**src/rtl/spi_reg_sequencer_if.sv**
```systemverilog
// Request/response and engine-frame bundle between the register sequencer, its requester and the SPI engine.
interface spi_reg_sequencer_if #(
  parameter int unsigned ADDR_WIDTH     = 7,
  parameter int unsigned REG_DATA_WIDTH = 8,
  parameter int unsigned SPI_DATA_WIDTH = 32,
  parameter int unsigned LEN_WIDTH      = 8
);
  logic                      req_valid;
  logic                      req_ready;
  logic                      req_rw;
  logic [ADDR_WIDTH-1:0]     req_addr;
  logic [REG_DATA_WIDTH-1:0] req_wdata;
  logic                      resp_valid;
  logic                      resp_ready;
  logic [REG_DATA_WIDTH-1:0] resp_rdata;
  logic                      resp_error;
  logic                      txn_valid;
  logic                      txn_ready;
  logic [LEN_WIDTH-1:0]      txn_length;
  logic [SPI_DATA_WIDTH-1:0] txn_data;
  logic [SPI_DATA_WIDTH-1:0] txn_rw_mask;
  logic                      rsp_valid;
  logic [SPI_DATA_WIDTH-1:0] rsp_data;

  // Requester + engine side
  modport master (
    output req_valid, req_rw, req_addr, req_wdata, resp_ready, txn_ready, rsp_valid, rsp_data,
    input  req_ready, resp_valid, resp_rdata, resp_error, txn_valid, txn_length, txn_data, txn_rw_mask
  );

  // Sequencer side
  modport slave (
    input  req_valid, req_rw, req_addr, req_wdata, resp_ready, txn_ready, rsp_valid, rsp_data,
    output req_ready, resp_valid, resp_rdata, resp_error, txn_valid, txn_length, txn_data, txn_rw_mask
  );
endinterface

```
**src/rtl/spi_reg_sequencer.sv**
```systemverilog
// Register read/write command stage for the half-duplex SPI engine: frames one request at a time,
// waits for the read word (with timeout) and enforces a minimum idle gap between frames.
module spi_reg_sequencer #(
  parameter int unsigned ADDR_WIDTH     = 7,
  parameter int unsigned REG_DATA_WIDTH = 8,
  parameter int unsigned SPI_DATA_WIDTH = 32,
  parameter int unsigned LEN_WIDTH      = 8,
  parameter int unsigned GAP_CYCLES     = 4,
  parameter int unsigned TIMEOUT_CYCLES = 4096
) (
  input  logic                fabric_clk,
  input  logic                reset_n,
  spi_reg_sequencer_if.slave  bus,
  output logic                param_error,
  output logic                stray_rsp
);

  localparam int unsigned FRAME_LEN = 1 + ADDR_WIDTH + REG_DATA_WIDTH;
  localparam bit          PARAM_BAD = (SPI_DATA_WIDTH < FRAME_LEN);
  localparam int unsigned TMR_W     = $clog2(TIMEOUT_CYCLES + 2);
  localparam int unsigned GAP_W     = $clog2(GAP_CYCLES + 2);
  localparam logic [TMR_W-1:0] TMR_MAX = TMR_W'(TIMEOUT_CYCLES);
  localparam logic [GAP_W-1:0] GAP_MAX = GAP_W'(GAP_CYCLES);

  typedef enum logic [2:0] {S_IDLE, S_ISSUE, S_WAIT_RSP, S_RESPOND, S_GAP} state_t;

  state_t                    state_q, state_d;
  logic                      req_ready_q, req_ready_d;
  logic                      rw_q, rw_d;
  logic                      txn_valid_q, txn_valid_d;
  logic [LEN_WIDTH-1:0]      txn_length_q, txn_length_d;
  logic [SPI_DATA_WIDTH-1:0] txn_data_q, txn_data_d;
  logic [SPI_DATA_WIDTH-1:0] txn_mask_q, txn_mask_d;
  logic                      resp_valid_q, resp_valid_d;
  logic [REG_DATA_WIDTH-1:0] resp_rdata_q, resp_rdata_d;
  logic                      resp_error_q, resp_error_d;
  logic                      stray_q, stray_d;
  logic [TMR_W-1:0]          timer_q, timer_d;
  logic [GAP_W-1:0]          gap_q, gap_d;

  // Frame bits {rw, addr, data}; the data field is zero on reads
  function automatic logic [SPI_DATA_WIDTH-1:0] frame_data(input logic rw,
                                                           input logic [ADDR_WIDTH-1:0] addr,
                                                           input logic [REG_DATA_WIDTH-1:0] wdata);
    logic [REG_DATA_WIDTH-1:0] wfield;
    wfield = rw ? '0 : wdata;
    return (SPI_DATA_WIDTH'(rw) << (FRAME_LEN - 1)) |
           (SPI_DATA_WIDTH'(addr) << REG_DATA_WIDTH) |
           SPI_DATA_WIDTH'(wfield);
  endfunction

  // Drive rw+addr always; drive the data field only on writes so reads sample it
  function automatic logic [SPI_DATA_WIDTH-1:0] frame_mask(input logic rw);
    logic [SPI_DATA_WIDTH-1:0] m;
    for (int unsigned i = 0; i < SPI_DATA_WIDTH; i++) begin
      m[i] = (i < FRAME_LEN) && ((i >= REG_DATA_WIDTH) || !rw);
    end
    return m;
  endfunction

  always_comb begin
    state_d      = state_q;
    rw_d         = rw_q;
    txn_valid_d  = txn_valid_q;
    txn_length_d = txn_length_q;
    txn_data_d   = txn_data_q;
    txn_mask_d   = txn_mask_q;
    resp_valid_d = resp_valid_q;
    resp_rdata_d = resp_rdata_q;
    resp_error_d = resp_error_q;
    timer_d      = timer_q;
    gap_d        = gap_q;
    stray_d      = stray_q | (bus.rsp_valid && (state_q != S_WAIT_RSP));

    case (state_q)
      S_IDLE: begin
        if (bus.req_valid && req_ready_q) begin
          rw_d         = bus.req_rw;
          txn_data_d   = frame_data(bus.req_rw, bus.req_addr, bus.req_wdata);
          txn_mask_d   = frame_mask(bus.req_rw);
          txn_length_d = LEN_WIDTH'(FRAME_LEN);
          txn_valid_d  = 1'b1;
          state_d      = S_ISSUE;
        end
      end
      S_ISSUE: begin
        if (bus.txn_ready) begin
          txn_valid_d = 1'b0;
          timer_d     = '0;
          state_d     = S_WAIT_RSP;
        end
      end
      S_WAIT_RSP: begin
        // A reply arriving on the timeout cycle still counts as a normal response
        if (bus.rsp_valid) begin
          resp_valid_d = 1'b1;
          resp_rdata_d = rw_q ? bus.rsp_data[REG_DATA_WIDTH-1:0] : '0;
          resp_error_d = 1'b0;
          state_d      = S_RESPOND;
        end else if (timer_q >= (TMR_MAX - TMR_W'(1))) begin
          resp_valid_d = 1'b1;
          resp_rdata_d = '0;
          resp_error_d = 1'b1;
          state_d      = S_RESPOND;
        end else if (timer_q < TMR_MAX) begin
          timer_d = timer_q + TMR_W'(1);
        end
      end
      S_RESPOND: begin
        if (bus.resp_ready) begin
          resp_valid_d = 1'b0;
          gap_d        = GAP_MAX;
          state_d      = (GAP_CYCLES == 0) ? S_IDLE : S_GAP;
        end
      end
      S_GAP: begin
        if (gap_q > GAP_W'(1)) begin
          gap_d = gap_q - GAP_W'(1);
        end else begin
          gap_d   = '0;
          state_d = S_IDLE;
        end
      end
      default: state_d = S_IDLE;
    endcase

    req_ready_d = (state_d == S_IDLE) && !PARAM_BAD;
  end

  always_ff @(posedge fabric_clk or negedge reset_n) begin
    if (!reset_n) begin
      state_q      <= S_IDLE;
      req_ready_q  <= 1'b0;
      rw_q         <= 1'b0;
      txn_valid_q  <= 1'b0;
      txn_length_q <= '0;
      txn_data_q   <= '0;
      txn_mask_q   <= '0;
      resp_valid_q <= 1'b0;
      resp_rdata_q <= '0;
      resp_error_q <= 1'b0;
      stray_q      <= 1'b0;
      timer_q      <= '0;
      gap_q        <= '0;
    end else begin
      state_q      <= state_d;
      req_ready_q  <= req_ready_d;
      rw_q         <= rw_d;
      txn_valid_q  <= txn_valid_d;
      txn_length_q <= txn_length_d;
      txn_data_q   <= txn_data_d;
      txn_mask_q   <= txn_mask_d;
      resp_valid_q <= resp_valid_d;
      resp_rdata_q <= resp_rdata_d;
      resp_error_q <= resp_error_d;
      stray_q      <= stray_d;
      timer_q      <= timer_d;
      gap_q        <= gap_d;
    end
  end

  assign bus.req_ready   = req_ready_q;
  assign bus.txn_valid   = txn_valid_q;
  assign bus.txn_length  = txn_length_q;
  assign bus.txn_data    = txn_data_q;
  assign bus.txn_rw_mask = txn_mask_q;
  assign bus.resp_valid  = resp_valid_q;
  assign bus.resp_rdata  = resp_rdata_q;
  assign bus.resp_error  = resp_error_q;
  assign stray_rsp       = stray_q;
  assign param_error     = PARAM_BAD;

endmodule
```
**src/flat_wrapper.sv**
```systemverilog
// flat-port wrapper written by rule: the top's interface ports become plain ports
module spi_reg_sequencer_flat 
#(
  parameter int unsigned ADDR_WIDTH     = 7,
  parameter int unsigned REG_DATA_WIDTH = 8,
  parameter int unsigned SPI_DATA_WIDTH = 32,
  parameter int unsigned LEN_WIDTH      = 8,
  parameter int unsigned GAP_CYCLES     = 4,
  parameter int unsigned TIMEOUT_CYCLES = 4096
)
  (fabric_clk, reset_n, param_error, stray_rsp, bus_req_valid, bus_req_rw, bus_req_addr, bus_req_wdata, bus_resp_ready, bus_txn_ready, bus_rsp_valid, bus_rsp_data, bus_req_ready, bus_resp_valid, bus_resp_rdata, bus_resp_error, bus_txn_valid, bus_txn_length, bus_txn_data, bus_txn_rw_mask);
  spi_reg_sequencer_if #(.ADDR_WIDTH(ADDR_WIDTH), .REG_DATA_WIDTH(REG_DATA_WIDTH), .SPI_DATA_WIDTH(SPI_DATA_WIDTH), .LEN_WIDTH(LEN_WIDTH)) bus_i ();
  input  logic fabric_clk;
  input  logic reset_n;
  output logic param_error;
  output logic stray_rsp;
  input wire logic [$bits(bus_i.req_valid)-1:0] bus_req_valid;
  input wire logic [$bits(bus_i.req_rw)-1:0] bus_req_rw;
  input wire logic [$bits(bus_i.req_addr)-1:0] bus_req_addr;
  input wire logic [$bits(bus_i.req_wdata)-1:0] bus_req_wdata;
  input wire logic [$bits(bus_i.resp_ready)-1:0] bus_resp_ready;
  input wire logic [$bits(bus_i.txn_ready)-1:0] bus_txn_ready;
  input wire logic [$bits(bus_i.rsp_valid)-1:0] bus_rsp_valid;
  input wire logic [$bits(bus_i.rsp_data)-1:0] bus_rsp_data;
  output wire logic [$bits(bus_i.req_ready)-1:0] bus_req_ready;
  output wire logic [$bits(bus_i.resp_valid)-1:0] bus_resp_valid;
  output wire logic [$bits(bus_i.resp_rdata)-1:0] bus_resp_rdata;
  output wire logic [$bits(bus_i.resp_error)-1:0] bus_resp_error;
  output wire logic [$bits(bus_i.txn_valid)-1:0] bus_txn_valid;
  output wire logic [$bits(bus_i.txn_length)-1:0] bus_txn_length;
  output wire logic [$bits(bus_i.txn_data)-1:0] bus_txn_data;
  output wire logic [$bits(bus_i.txn_rw_mask)-1:0] bus_txn_rw_mask;
  assign bus_i.req_valid = bus_req_valid;
  assign bus_i.req_rw = bus_req_rw;
  assign bus_i.req_addr = bus_req_addr;
  assign bus_i.req_wdata = bus_req_wdata;
  assign bus_i.resp_ready = bus_resp_ready;
  assign bus_i.txn_ready = bus_txn_ready;
  assign bus_i.rsp_valid = bus_rsp_valid;
  assign bus_i.rsp_data = bus_rsp_data;
  assign bus_req_ready = bus_i.req_ready;
  assign bus_resp_valid = bus_i.resp_valid;
  assign bus_resp_rdata = bus_i.resp_rdata;
  assign bus_resp_error = bus_i.resp_error;
  assign bus_txn_valid = bus_i.txn_valid;
  assign bus_txn_length = bus_i.txn_length;
  assign bus_txn_data = bus_i.txn_data;
  assign bus_txn_rw_mask = bus_i.txn_rw_mask;
  spi_reg_sequencer #(.ADDR_WIDTH(ADDR_WIDTH), .REG_DATA_WIDTH(REG_DATA_WIDTH), .SPI_DATA_WIDTH(SPI_DATA_WIDTH), .LEN_WIDTH(LEN_WIDTH), .GAP_CYCLES(GAP_CYCLES), .TIMEOUT_CYCLES(TIMEOUT_CYCLES)) u_core (.fabric_clk(fabric_clk), .reset_n(reset_n), .bus(bus_i), .param_error(param_error), .stray_rsp(stray_rsp));
endmodule
```
**config.mk**
```make
export PLATFORM = sky130hd
export DESIGN_NAME = spi_reg_sequencer_flat
export DESIGN_NICKNAME = d
export VERILOG_FILES = /design/src/rtl/spi_reg_sequencer_if.sv /design/src/rtl/spi_reg_sequencer.sv /design/src/flat_wrapper.sv
export SDC_FILE = /design/constraint.sdc
export NUM_CORES = 1
export LEC_CHECK = 0
export CAP_MARGIN = 15
export CORE_ASPECT_RATIO = 1.25
export CORE_MARGIN = 2
export CORE_UTILIZATION = 41
export CTS_BUF_LIST = sky130_fd_sc_hd__clkbuf_2 sky130_fd_sc_hd__clkbuf_4 sky130_fd_sc_hd__clkbuf_8
export CTS_CLUSTER_SIZE = 16
export DETAILED_ROUTE_END_ITERATION = 8
export HOLD_SLACK_MARGIN = 0.08
export PLACE_DENSITY = 0.83
export SYNTH_ARGS = -nofsm -noshare
export SYNTH_HDL_FRONTEND = slang
export SYNTH_SLANG_ARGS = --single-unit
```
**constraint.sdc**
```tcl
create_clock -name fabric_clk -period 2.6 [get_ports fabric_clk]
set_clock_uncertainty 0.2 [all_clocks]
set_input_delay 0.39 -clock fabric_clk [delete_from_list [all_inputs] [get_ports fabric_clk]]
set_output_delay 0.39 -clock fabric_clk [all_outputs]
set_load 0.02 [all_outputs]
```
==> flow_summary.ini <==
[floorplan]
core_um2 = 6210
pin_count = 140
rows = 32
die_y_um = 93.8
die_x_um = 75.8
start_util = 0.426
die_area_um2 = 7110

[clock_tree]
clk_path_buf_depth = 2
clock_latency_ns = 0.29
htree_num_levels = 2
cts_setup_buffers = 0
post_cts_resized = 0
cts-root-buf = clkbuf_8
numCtsBuffers = 5
cts_tree = done
clock_sinks = 50
path_clk_slew_ns = 0.09

[sta]
setup_viol = 0
tightest_slew_ns = 0.616
fin_tns_setup_ns = 0
period_needed_ns = 2.36
finalHoldViolCount = 0
slew_viol_final = 0
max_freq_mhz = 423
period_share = 0.909
slew_headroom = 0.589
rsz0062_at_grt = false

[synthesis]
syn-cell-area_um2 = 2640
netlist_instances = 262
synth_top_family_by_area = buffers and inverters
async_reset_ff_frac = 1.00
synth_compound_area_frac = 0.113
ys_ff_latch = 50
yosys.area_share.adder = 0.0142
synthMuxAreaShare = 0.0573
synth-xor-area-share = 0
synth_edf_count = 0
synthFlopType = dfrtp_1
synth-seq-area-share = 0.473
synth_cell_type_count = 39
syn_area_per_cell_um2 = 10.1
yosys_warnings = 0
synth_simple_gate_area_frac = 0.154

[final_layout]
drive_gt1_frac = 0.0856
nFillCells = 573
fin_util = 0.538
area_growth_syn_to_layout_pct = 26.3
n_antenna_cell = 0
fin_nets = 383

[global_route]
grt.overflow.total = 0
grt_pass1_vias = 1816
grt_max_degree = 29
antenna_found_initial = 0
track_usage = 0.150
grt_pass1_wl_um = 8390

[pwr]
leakagePower_nw = 1.48
power_mw = 3.30
ir_drop_uv = 717
power_density_nw_per_um2 = 988

[routing]
wl_um = 5210
first_iter_violations = 36
wl_per_cell_um = 12.7
dr_total_vias = 1926
drt_pass1_iterations = 4
drc_errors = 0
avgViaCountPerCell = 4.67
ant_nets = 0

[setup_path]
crit_required_ns = 2.62
worstPathMaxFanout = 10
slowest_delay_ns = 0.53
worstPathArrival_ns = 2.39
cp-end-kind = flop
cpMaxStageDelayCell = or3_1
cp_cell_sequence = or3b_1 > or3_1 > or4_1 > a21oi_1
setup.worst_path.class = reg -> reg
start_kind = flop

[hold_path]
min_path_type = reg -> reg

[status]
status = complete, no violations

[job]
cap_violations = 0

[placement]
place_congestion = 0.833
port_buffers = 75
hpwl_um = 3950
[worst paths after layout]
| check | from | endpoint | cells after the start | slack (ns) |
|---|---|---|---|---|
| hold reg to reg | u_core.stray_rsp$_DFF_PN0_ | u_core.stray_rsp$_DFF_PN0_ | 1 | 0.28 |
| setup / recovery | u_core.state_q[0]$_DFF_PN0_ | u_core.timer_q[7]$_DFFE_PN0P_ | 4 | 0.24 |
| hold / removal | u_core.stray_rsp$_DFF_PN0_ | u_core.stray_rsp$_DFF_PN0_ | 1 | 0.28 |
| setup reg to reg | u_core.state_q[0]$_DFF_PN0_ | u_core.timer_q[7]$_DFFE_PN0P_ | 4 | 0.24 |
| min in group asynchronous | reset_n | u_core.bus.txn_data[15]$_DFFE_PN0P_ | 2 | 0.33 |
| max in group asynchronous | reset_n | u_core.bus.req_ready$_DFF_PN0_ | 3 | 1.30 |
[where the power goes]
part | internal, mW | total [mW] | switching, mW
sequential | 1.06 | 1.25 | 0.198
clock | 0.226 | 0.472 | 0.246
combinational | 0.757 | 1.57 | 0.814
total | 2.04 | 3.30 | 1.26
[synth_stat cells, drive strengths merged (3+ instances only)]
library cell | n | area share
a21oi | 7 | 0.013
clkbuf | 7 | 0.0099
mux2 | 9 | 0.038
mux2i | 5 | 0.019
ha | 3 | 0.014
nor3 | 3 | 0.0057
inv | 6 | 0.0085
nand2b | 10 | 0.024
o21ai | 16 | 0.030
buf | 59 | 0.17
o41ai | 3 | 0.0099
nor2 | 7 | 0.0099
a22o | 9 | 0.030
dfrtp | 50 | 0.47
nand2 | 27 | 0.038
nand3 | 8 | 0.015
or3 | 4 | 0.0095
or4 | 5 | 0.014
[kinds of logic after synthesis]
kind of cell             count (synthesis)
AO/OA/AOI/OAI                           44
adder cells (fa/ha/maj)                  3
buffers and inverters                   72
flip-flops                              50
multiplexers                            14
other                                    1
AND/OR/NAND/NOR                         78
[per-layer routing]
layer	share of wire	global-route usage	wire, µm	vias to the layer above
met3	0.050	0.0354	262	2
met5	0	0	0	-
li1	-	-	-	930
met2	0.55	0.258	2880	61
met4	0.0031	0.0278	16	0
met1	0.39	0.191	2060	933
[repair_timing]
| action | 4_1_cts | 5_1_grt |
|---|---|---|
| hold endpoints to repair | 13 | 0 |
| endpoints found under the setup margin | 0 | 0 |
| hold buffers | 1 | 0 |
[sequential cells by signal, indices dropped and copies added (netlist names), 3 cells and up]
signal	flops
u_core.bus.resp_rdata	8
u_core.bus.txn_data	16
u_core.gap_q	3
u_core.state_q	3
u_core.timer_q	13
[stage by stage]
stage	setup slack (ns)	hold slack, ns	cell area, µm²	instances
floorplan	0.409	-0.106	2790	301
global placement	0.0748	0.111	3230	403
detailed placement	0.0557	0.115	3230	403
CTS	0.233	0.276	3340	412
global route	0.114	0.297	3340	412
finish	0.236	0.275	3340	412
[layout make-up]
cell class | instances | area, µm² | area share
Tap cell | 85 | 106 | 0.0319
Timing Repair Buffer | 84 | 816 | 0.244
Sequential cell | 50 | 1250 | 0.375
Clock inverter | 1 | 5.00 | 0.00150
Inverter | 6 | 22.5 | 0.00675
Clock buffer | 7 | 90.1 | 0.0270
Multi-Input combinational cell | 179 | 1050 | 0.313
[cells in the final DEF (no fill, tap or decap), types with 8 or more instances in the layout]
cell and instances:
a22o_1 9, buf_4 8, clkdlybuf4s50_1 74, conb_1 40, dfrtp_1 50, mux2_2 9
nand2_1 27, nand2b_1 10, nand3_1 8, o21ai_0 15
[worst max-delay path: cells and delay by family (launching register included)]
family	cells	cell delay (ns)
DFF	1	0.46
AOI/OAI and AO/OA	1	0.15
and+or+nand+nor	3	1.49
Power figures use the tool's default switching activity.
